`src/rtl/hazard_controller_pkg.sv`:
```
// Shared types and constants for the pipeline hazard controller and its
// MULT/DIV sequencer.
package hazard_pkg;

    localparam int CNT_W           = 6;
    localparam int DEF_MULT_CYCLES = 4;
    localparam int DEF_DIV_CYCLES  = 32;

    typedef enum logic {
        IDLE = 1'b0,
        RUN  = 1'b1
    } state_t;

endpackage

```
`src/rtl/hazard_controller_if.sv`:
```
// Pipeline-side bundle: hazard inputs from IF/ID and ID/EX, and the enables,
// flushes and MULT/DIV strobes going back out.
interface hazard_controller_if #(
    parameter int STALL_CNT_W = 16
);
    logic                   ID_EX_MemRead;
    logic [4:0]             ID_EX_RegRt;
    logic                   ID_EX_is_muldiv;
    logic                   ID_EX_is_div;
    logic [4:0]             IF_ID_RegRs;
    logic [4:0]             IF_ID_RegRt;
    logic                   IF_ID_is_muldiv;
    logic                   IF_ID_uses_hilo;
    logic                   branch_taken;
    logic                   PC_write;
    logic                   IF_ID_write;
    logic                   IF_ID_flush;
    logic                   ID_EX_flush;
    logic                   muldiv_start;
    logic                   muldiv_busy;
    logic                   hilo_write;
    logic [STALL_CNT_W-1:0] stall_count;

    modport master (
        output ID_EX_MemRead, ID_EX_RegRt, ID_EX_is_muldiv, ID_EX_is_div,
               IF_ID_RegRs, IF_ID_RegRt, IF_ID_is_muldiv, IF_ID_uses_hilo,
               branch_taken,
        input  PC_write, IF_ID_write, IF_ID_flush, ID_EX_flush,
               muldiv_start, muldiv_busy, hilo_write, stall_count
    );

    modport slave (
        input  ID_EX_MemRead, ID_EX_RegRt, ID_EX_is_muldiv, ID_EX_is_div,
               IF_ID_RegRs, IF_ID_RegRt, IF_ID_is_muldiv, IF_ID_uses_hilo,
               branch_taken,
        output PC_write, IF_ID_write, IF_ID_flush, ID_EX_flush,
               muldiv_start, muldiv_busy, hilo_write, stall_count
    );
endinterface

```
`src/rtl/hazard_controller_muldiv_sequencer.sv`:
```
// IDLE/RUN sequencer for the multi-cycle MULT/DIV unit: issues the start
// strobe, tracks the busy window and pulses hilo_write on the last cycle.
module muldiv_sequencer
    import hazard_pkg::*;
#(
    parameter int MULT_CYCLES = DEF_MULT_CYCLES,
    parameter int DIV_CYCLES  = DEF_DIV_CYCLES
) (
    input  logic clk,
    input  logic reset,
    input  logic i_is_muldiv,
    input  logic i_is_div,
    output logic o_start,
    output logic o_busy,
    output logic o_hilo_write,
    output logic o_run
);
    localparam logic [CNT_W-1:0] MULT_LOAD = CNT_W'(MULT_CYCLES - 1);
    localparam logic [CNT_W-1:0] DIV_LOAD  = CNT_W'(DIV_CYCLES - 1);

    state_t           r_state;
    state_t           w_state_nxt;
    logic [CNT_W-1:0] r_cnt;
    logic [CNT_W-1:0] w_cnt_nxt;

    always_ff @(posedge clk) begin
        if (reset) begin
            r_state <= IDLE;
            r_cnt   <= '0;
        end else begin
            r_state <= w_state_nxt;
            r_cnt   <= w_cnt_nxt;
        end
    end

    // Strobes are masked by reset so an aborted operation never writes HI/LO.
    always_comb begin
        w_state_nxt  = r_state;
        w_cnt_nxt    = r_cnt;
        o_start      = 1'b0;
        o_busy       = 1'b0;
        o_hilo_write = 1'b0;
        case (r_state)
            IDLE: begin
                if (i_is_muldiv && !reset) begin
                    o_start     = 1'b1;
                    w_state_nxt = RUN;
                    w_cnt_nxt   = i_is_div ? DIV_LOAD : MULT_LOAD;
                end
            end
            RUN: begin
                o_busy = !reset;
                if (r_cnt != '0) begin
                    w_cnt_nxt = r_cnt - 1'b1;
                end else begin
                    o_hilo_write = !reset;
                    w_state_nxt  = IDLE;
                end
            end
            default: w_state_nxt = IDLE;
        endcase
    end

    assign o_run = (r_state == RUN);

endmodule

```
`src/rtl/hazard_controller.sv`:
```
// Load-use / HI-LO stall detection with taken-branch squash priority, the
// saturating stall counter, and the MULT/DIV sequencer instance.
module hazard_controller
    import hazard_pkg::*;
#(
    parameter int MULT_CYCLES = DEF_MULT_CYCLES,
    parameter int DIV_CYCLES  = DEF_DIV_CYCLES,
    parameter int STALL_CNT_W = 16
) (
    input logic                clk,
    input logic                reset,
    hazard_controller_if.slave io_hz
);
    logic                   w_start;
    logic                   w_busy;
    logic                   w_hilo_write;
    logic                   w_run;
    logic                   w_load_use;
    logic                   w_hilo_hazard;
    logic                   w_stall;
    logic [STALL_CNT_W-1:0] r_stall_cnt;

    muldiv_sequencer #(
        .MULT_CYCLES (MULT_CYCLES),
        .DIV_CYCLES  (DIV_CYCLES)
    ) u_seq (
        .clk          (clk),
        .reset        (reset),
        .i_is_muldiv  (io_hz.ID_EX_is_muldiv),
        .i_is_div     (io_hz.ID_EX_is_div),
        .o_start      (w_start),
        .o_busy       (w_busy),
        .o_hilo_write (w_hilo_write),
        .o_run        (w_run)
    );

    assign w_load_use = io_hz.ID_EX_MemRead && (io_hz.ID_EX_RegRt != 5'd0) &&
                        ((io_hz.ID_EX_RegRt == io_hz.IF_ID_RegRs) ||
                         (io_hz.ID_EX_RegRt == io_hz.IF_ID_RegRt));

    // A MULT/DIV entering EX also blocks a dependent op in ID before RUN starts.
    assign w_hilo_hazard = (io_hz.IF_ID_uses_hilo || io_hz.IF_ID_is_muldiv) &&
                           (w_run || io_hz.ID_EX_is_muldiv);

    assign w_stall = (w_load_use || w_hilo_hazard) && !io_hz.branch_taken && !reset;

    always_comb begin
        io_hz.PC_write    = 1'b1;
        io_hz.IF_ID_write = 1'b1;
        io_hz.IF_ID_flush = 1'b0;
        io_hz.ID_EX_flush = 1'b0;
        if (reset) begin
            io_hz.PC_write    = 1'b0;
            io_hz.IF_ID_write = 1'b0;
            io_hz.IF_ID_flush = 1'b1;
            io_hz.ID_EX_flush = 1'b1;
        end else if (io_hz.branch_taken) begin
            io_hz.IF_ID_flush = 1'b1;
            io_hz.ID_EX_flush = 1'b1;
        end else if (w_stall) begin
            io_hz.PC_write    = 1'b0;
            io_hz.IF_ID_write = 1'b0;
            io_hz.ID_EX_flush = 1'b1;
        end
    end

    always_ff @(posedge clk) begin
        if (reset) begin
            r_stall_cnt <= '0;
        end else if (w_stall && (r_stall_cnt != {STALL_CNT_W{1'b1}})) begin
            r_stall_cnt <= r_stall_cnt + 1'b1;
        end
    end

    assign io_hz.muldiv_start = w_start;
    assign io_hz.muldiv_busy  = w_busy;
    assign io_hz.hilo_write   = w_hilo_write;
    assign io_hz.stall_count  = reset ? '0 : r_stall_cnt;

endmodule

```
`src/flat_wrapper.sv`:
```
// flat-port wrapper written by rule: the top's interface ports become plain ports
module hazard_controller_flat import hazard_pkg::*;
#(
    parameter int MULT_CYCLES = DEF_MULT_CYCLES,
    parameter int DIV_CYCLES  = DEF_DIV_CYCLES,
    parameter int STALL_CNT_W = 16
)
  (clk, reset, io_hz_ID_EX_MemRead, io_hz_ID_EX_RegRt, io_hz_ID_EX_is_muldiv, io_hz_ID_EX_is_div, io_hz_IF_ID_RegRs, io_hz_IF_ID_RegRt, io_hz_IF_ID_is_muldiv, io_hz_IF_ID_uses_hilo, io_hz_branch_taken, io_hz_PC_write, io_hz_IF_ID_write, io_hz_IF_ID_flush, io_hz_ID_EX_flush, io_hz_muldiv_start, io_hz_muldiv_busy, io_hz_hilo_write, io_hz_stall_count);
  hazard_controller_if #(.STALL_CNT_W(STALL_CNT_W)) io_hz_i ();
  input logic clk;
  input logic reset;
  input wire logic [$bits(io_hz_i.ID_EX_MemRead)-1:0] io_hz_ID_EX_MemRead;
  input wire logic [$bits(io_hz_i.ID_EX_RegRt)-1:0] io_hz_ID_EX_RegRt;
  input wire logic [$bits(io_hz_i.ID_EX_is_muldiv)-1:0] io_hz_ID_EX_is_muldiv;
  input wire logic [$bits(io_hz_i.ID_EX_is_div)-1:0] io_hz_ID_EX_is_div;
  input wire logic [$bits(io_hz_i.IF_ID_RegRs)-1:0] io_hz_IF_ID_RegRs;
  input wire logic [$bits(io_hz_i.IF_ID_RegRt)-1:0] io_hz_IF_ID_RegRt;
  input wire logic [$bits(io_hz_i.IF_ID_is_muldiv)-1:0] io_hz_IF_ID_is_muldiv;
  input wire logic [$bits(io_hz_i.IF_ID_uses_hilo)-1:0] io_hz_IF_ID_uses_hilo;
  input wire logic [$bits(io_hz_i.branch_taken)-1:0] io_hz_branch_taken;
  output wire logic [$bits(io_hz_i.PC_write)-1:0] io_hz_PC_write;
  output wire logic [$bits(io_hz_i.IF_ID_write)-1:0] io_hz_IF_ID_write;
  output wire logic [$bits(io_hz_i.IF_ID_flush)-1:0] io_hz_IF_ID_flush;
  output wire logic [$bits(io_hz_i.ID_EX_flush)-1:0] io_hz_ID_EX_flush;
  output wire logic [$bits(io_hz_i.muldiv_start)-1:0] io_hz_muldiv_start;
  output wire logic [$bits(io_hz_i.muldiv_busy)-1:0] io_hz_muldiv_busy;
  output wire logic [$bits(io_hz_i.hilo_write)-1:0] io_hz_hilo_write;
  output wire logic [$bits(io_hz_i.stall_count)-1:0] io_hz_stall_count;
  assign io_hz_i.ID_EX_MemRead = io_hz_ID_EX_MemRead;
  assign io_hz_i.ID_EX_RegRt = io_hz_ID_EX_RegRt;
  assign io_hz_i.ID_EX_is_muldiv = io_hz_ID_EX_is_muldiv;
  assign io_hz_i.ID_EX_is_div = io_hz_ID_EX_is_div;
  assign io_hz_i.IF_ID_RegRs = io_hz_IF_ID_RegRs;
  assign io_hz_i.IF_ID_RegRt = io_hz_IF_ID_RegRt;
  assign io_hz_i.IF_ID_is_muldiv = io_hz_IF_ID_is_muldiv;
  assign io_hz_i.IF_ID_uses_hilo = io_hz_IF_ID_uses_hilo;
  assign io_hz_i.branch_taken = io_hz_branch_taken;
  assign io_hz_PC_write = io_hz_i.PC_write;
  assign io_hz_IF_ID_write = io_hz_i.IF_ID_write;
  assign io_hz_IF_ID_flush = io_hz_i.IF_ID_flush;
  assign io_hz_ID_EX_flush = io_hz_i.ID_EX_flush;
  assign io_hz_muldiv_start = io_hz_i.muldiv_start;
  assign io_hz_muldiv_busy = io_hz_i.muldiv_busy;
  assign io_hz_hilo_write = io_hz_i.hilo_write;
  assign io_hz_stall_count = io_hz_i.stall_count;
  hazard_controller #(.MULT_CYCLES(MULT_CYCLES), .DIV_CYCLES(DIV_CYCLES), .STALL_CNT_W(STALL_CNT_W)) u_core (.clk(clk), .reset(reset), .io_hz(io_hz_i));
endmodule
```
`config.mk`:
```
export PLATFORM = sky130hd
export DESIGN_NAME = hazard_controller_flat
export DESIGN_NICKNAME = d
export VERILOG_FILES = /design/src/rtl/hazard_controller_pkg.sv /design/src/rtl/hazard_controller_if.sv /design/src/rtl/hazard_controller_muldiv_sequencer.sv /design/src/rtl/hazard_controller.sv /design/src/flat_wrapper.sv
export SDC_FILE = /design/constraint.sdc
export NUM_CORES = 1
export LEC_CHECK = 0
export ABC_AREA = 1
export ABC_CLOCK_PERIOD_IN_PS = 1780
export CAP_MARGIN = 20
export CORE_MARGIN = 4
export CORE_UTILIZATION = 45
export CTS_CLUSTER_SIZE = 8
export DETAILED_ROUTE_END_ITERATION = 10
export PLACE_DENSITY = 0.77
export SYNTH_ARGS = -nofsm -noshare
export SYNTH_HDL_FRONTEND = slang
export SYNTH_HIERARCHICAL = 1
export SYNTH_SLANG_ARGS = --single-unit
```
`constraint.sdc`:
```
create_clock -name clk -period 1.78 [get_ports clk]
set_clock_uncertainty 0.1 [all_clocks]
set_input_delay 0.267 -clock clk [delete_from_list [all_inputs] [get_ports clk]]
set_output_delay 0.267 -clock clk [all_outputs]
set_load 0.02 [all_outputs]
```
# Word level (Yosys, flattened, before mapping)
# Index checks and enable logic that the tools add are counted.
# op_classes
addsub	2
mul	0
div_mod_pow	0
n_lt_le_gt_ge	0
eq_ne	5
n_shift	0
muxes	20
n_bitwise	1
reduce_logical	16
# ops
operator	count
adder 16 x 1 -> 16 bit, second input constant	1
2-to-1 mux 16 bit	1
!= test 16 bit, second input constant	1
2-to-1 mux 1 bit	14
2-to-1 mux 6 bit	2
case mux 6 bit (2 select lines)	1
equality test 5 bit	2
logical AND 1 bit	7
nonzero test 6 bit	1
subtractor 6 x 1 -> 6 bit, second input constant	1
2-to-1 mux 5 bit	1
nonzero test 5 bit	1
logical OR 1 bit	4
logical NOT 1 bit	2
!= test 2 x 1 -> 1 bit, second input constant	1
!= test 2 bit, second input constant	1
case mux 1 bit (2 select lines)	1
AND reduction 2 bit	1
inverter 1 bit	1
# word_totals
register_bits	23
latch_bits	0
ramBits	0
rom_bits	0
inputBits	23
wordCells	47
n_memories	0

# Longest topological paths before layout
# depth
ltp_word	9
mapped_depth	12

# Hierarchy
# The synthesis kept the hierarchy.
# by_module_without_submodules
module	instances	cells_per_inst	area_each_um2	seq_area_each_um2
hazard_controller	1	225	1366.3	320.3
muldiv_sequencer	1	72	460.4	140.1

# Least setup slack after synthesis
# OpenSTA, ideal clock, no wires.
# synth_path
path_kind	input to output
startpoint	input port io_hz_ID_EX_RegRt[3]
endpoint	output port io_hz_PC_write
t_arrival_ps	1601
t_required_ps	1413
setup_slack_ps	-188
stages	9
path_buffers	2
path_cell_list	inv_1 -> nand4_1 -> o21ai_0 -> inv_1 -> nand2_1 -> nand2_2 -> buf_2 -> a21oi_1 -> buf_4
# synth_via
elab_chain_len	9
elab_cells_between_ends	12
classes_between	eq/ne (2); mux (3); reduce/logical (7)
# synth_rtl
element	line_no	rtl
from (decl)	flat_wrapper.sv:13	input wire logic [$bits(io_hz_i.ID_EX_RegRt)-1:0] io_hz_ID_EX_RegRt;
equality test 5 bit (tied with other cells)	hazard_controller.sv:38	((io_hz.ID_EX_RegRt == io_hz.IF_ID_RegRs) ||
logical OR 1 bit / logical AND 1 bit (equally long branches)	hazard_controller.sv:38, hazard_controller.sv:37	
logical AND 1 bit (*)	hazard_controller.sv:37	assign w_load_use = io_hz.ID_EX_MemRead && (io_hz.ID_EX_RegRt != 5'd0) &&
logical OR 1 bit (*)	hazard_controller.sv:45	assign w_stall = (w_load_use || w_hilo_hazard) && !io_hz.branch_taken && !reset;
logical AND 1 bit (*) (2 in a row)	hazard_controller.sv:45	
2-to-1 mux 1 bit (*) (3 in a row)	-	
to (decl)	flat_wrapper.sv:21	output wire logic [$bits(io_hz_i.PC_write)-1:0] io_hz_PC_write;
# Every way passes the cells marked *; elsewhere a longest branch is shown, timed or not.

# Worst setup path in the final report
# layout_path
startpoint	input port io_hz_IF_ID_is_muldiv
endpoint	output port io_hz_PC_write
# layout_via
elab_chain_len	8
# layout_rtl
element	line_no	rtl
from (decl)	flat_wrapper.sv:18	input wire logic [$bits(io_hz_i.IF_ID_is_muldiv)-1:0] io_hz_IF_ID_is_muldiv;
logical OR 1 bit	hazard_controller.sv:42	assign w_hilo_hazard = (io_hz.IF_ID_uses_hilo || io_hz.IF_ID_is_muldiv) &&
logical AND 1 bit	hazard_controller.sv:42	
logical OR 1 bit	hazard_controller.sv:45	
logical AND 1 bit (2 in a row)	hazard_controller.sv:45	
2-to-1 mux 1 bit	hazard_controller.sv:60	end else if (w_stall) begin
2-to-1 mux 1 bit	hazard_controller.sv:57	end else if (io_hz.branch_taken) begin
2-to-1 mux 1 bit	hazard_controller.sv:52	if (reset) begin
# Every way passes these cells.

==> impl_metrics.json <==
{
  "clockBufferDepth": 2,
  "leakagePower_nw": 1.33,
  "groute.usage.overall": 0.192,
  "gp_congestion": 0.820,
  "hp-class": "reg -> reg",
  "first_pass_iters": 4,
  "root_buffer": "clkbuf_8",
  "synthXorXnorAreaFrac": 0.0527,
  "numCtsBuffers": 3,
  "grt_pass1_wl_um": 8180,
  "fin_crit_ps": 1720,
  "fin_ws_ps": 64.8,
  "dp_worst_setup_slack_ps": -622,
  "dp.cells": 408,
  "fin_cells": 419,
  "finalNetCount": 398,
  "synthMuxAreaShare": 0,
  "total_power_mw": 1.30,
  "cp.arrival_ps": 1350,
  "crit_chain": "clkdlybuf4s50_1 > o22ai_1 > buf_4 > nand2_4 > a21oi_4 > buf_6",
  "drc_errors": 0,
  "start_util": 0.481,
  "cp-start-kind": "primary input",
  "synth_top_family_by_area": "simple AND/OR/NAND/NOR gates",
  "cp_slowest_cell": "clkdlybuf4s50_1",
  "slowest_delay_ps": 400,
  "netlist_area_sq_um": 1830,
  "tns_ps": 0,
  "critPathMaxFanout": 2,
  "synth_compound_gate_area_share": 0.0801,
  "drt_iter0_drc": 111,
  "switching_share": 0.322,
  "n_antenna_cell": 0,
  "status": "completed",
  "synthCells": 297,
  "antenna_left": 0,
  "critPathKind": "in -> out",
  "clock_latency_ps": 270,
  "power_density_nw_per_um2": 497,
  "p_int_uw": 881,
  "maxCapViolCount": 0,
  "power_switching_uw": 419,
  "drive_above_1_share": 0.235,
  "yosys_warnings": 6,
  "slew_violations": 0,
  "comb_power_share": 0.315,
  "synthToLayoutAreaGrowth_pct": 43.2,
  "first_global_vias": 1942,
  "cp_top_family": "buffers and inverters",
  "seqPwrFrac": 0.422,
  "viasPerCell": 4.91,
  "drt-total-wl_um": 4860,
  "synth.avg_cell_area_sq_um": 6.15,
  "clkPwrFrac": 0.263,
  "io_pins": 46,
  "grt_overflow_total": 0,
  "slew-limit-headroom": 0.793,
  "ys_ff_latch": 23,
  "die_w_um": 71.7,
  "vias": 2058,
  "antenna_found_initial": 0,
  "worstPathRequired_ps": 1410,
  "final_design_area_no_fill_sq_um": 2620,
  "final_cell_mix": "nand2_1 (67), nor2_1 (49), inv_1 (46)",
  "end_kind": "output pin",
  "rows": 22,
  "hpwl_um": 3650,
  "cts.sinks": 23,
  "die_y_um": 71.7,
  "path_clk_slew_ps": 90,
  "synth-seq-area-share": 0.252,
  "ir_worst_vdd_uv": 385,
  "synthSimpleGateAreaFrac": 0.464,
  "wl_per_cell_um": 11.6,
  "io_buffers": 45,
  "tightest_slew_ps": 309,
  "synth_fa_ha_area_frac": 0.0205,
  "dpl_cell_area_sq_um": 2510,
  "synth.distinct_cells": 27,
  "cts_tree": "done",
  "grt_max_degree": 17,
  "coreArea_sq_um": 3800,
  "fin_crit_sh": 0.964,
  "htree_levels": 1,
  "setup_viol": 0,
  "hold_violations": 0,
  "worstPathBufferInverterCount": 3,
  "max_freq_mhz": 583,
  "final_common_cell": "nand2_1",
  "die-area_sq_um": 5140,
  "syn-num-nets": 323
}
==> worst min-delay path, stage by stage, from the launching register on <==
cell and delay (ps):
dfxtp_1 330, nand2_1 60, a21oi_1 50
==> stage by stage <==
| stage | hold slack, ps | utilization |
|---|---|---|
| CTS | 387 | 0.665 |
| detailed placement | 371 | 0.661 |
| global placement | 367 | 0.661 |
| floorplan | 239 | - |
| global route | 411 | 0.688 |
| finish | 387 | 0.688 |
==> state kept, by name, indices dropped and copies added (netlist names) <==
register and cells:
u_core/u_seq/r_cnt 6, u_core/r_stall_cnt 16, u_core/u_seq/o_run 1
==> worst paths after layout <==
| kind | endpoint | cells after the start | from | slack, ps |
|---|---|---|---|---|
| worst max-delay path | io_hz_PC_write | 6 | io_hz_IF_ID_is_muldiv | 60 |
| worst min-delay path | u_core/r_stall_cnt[3] | 2 | u_core/r_stall_cnt[3] | 390 |
| worst max register to register | u_core/r_stall_cnt[12] | 8 | u_core/r_stall_cnt[1] | 110 |
| worst min register to register | u_core/r_stall_cnt[3] | 2 | u_core/r_stall_cnt[3] | 390 |
==> Yosys cell counts, drive strengths merged <==
master | count | share of area
xor2 | 9 | 0.043
nor3 | 7 | 0.025
ha | 3 | 0.021
o21ai | 4 | 0.011
nand4 | 17 | 0.066
a21oi | 18 | 0.066
buf | 5 | 0.019
o22ai | 1 | 0.0034
inv | 51 | 0.10
nor2 | 52 | 0.11
xnor2 | 2 | 0.0096
nand2 | 82 | 0.19
nand3 | 20 | 0.071
clkbuf | 3 | 0.0062
dfxtp | 23 | 0.25
==> area by class of cell <==
type                       instances  area [sq um]
fill                             337          1180
multi-input combinational        215          1180
timing repair buffer              78           672
sequential                        23           463
inverter                          51           191
tap                               48          60.1
clock buffer                       3          41.3
clock inverter                     1          5.00
==> layer usage <==
layer,track usage,vias up,routed length (um)
li1,-,1076,-
met1,0.252,936,2230
met2,0.320,40,2380
met3,0.0365,6,201
met4,0.0522,0,54
met5,0,-,0
==> kinds of logic (layout without fill, tap and decap cells) <==
group,Yosys count,in the layout
AOI/OAI and AO/OA,23,23
adders and majority gates,3,3
and+or+nand+nor,178,178
xor gates and xnor gates,11,11
buffers and inverters,59,133
DFF,23,23
==> power groups by stage <==
stage	Sequential, mW	Combinational, mW	Clock, mW
final	0.548	0.409	0.342
after global routing	0.552	0.453	0.370
after CTS	0.546	0.383	0.349
after detailed placement	0.559	0.398	0
after global placement	0.558	0.391	0
after floorplan	0.562	0.220	0
==> what timing repair did <==
item	CTS	global route
pin swaps	11	13
resized for setup	55	30
hold buffers	0	0
endpoints found under the hold margin	0	0
buffers inserted	1	6
cloned	0	0
setup endpoints to repair	38	21
(Power assumes the default switching activity.)
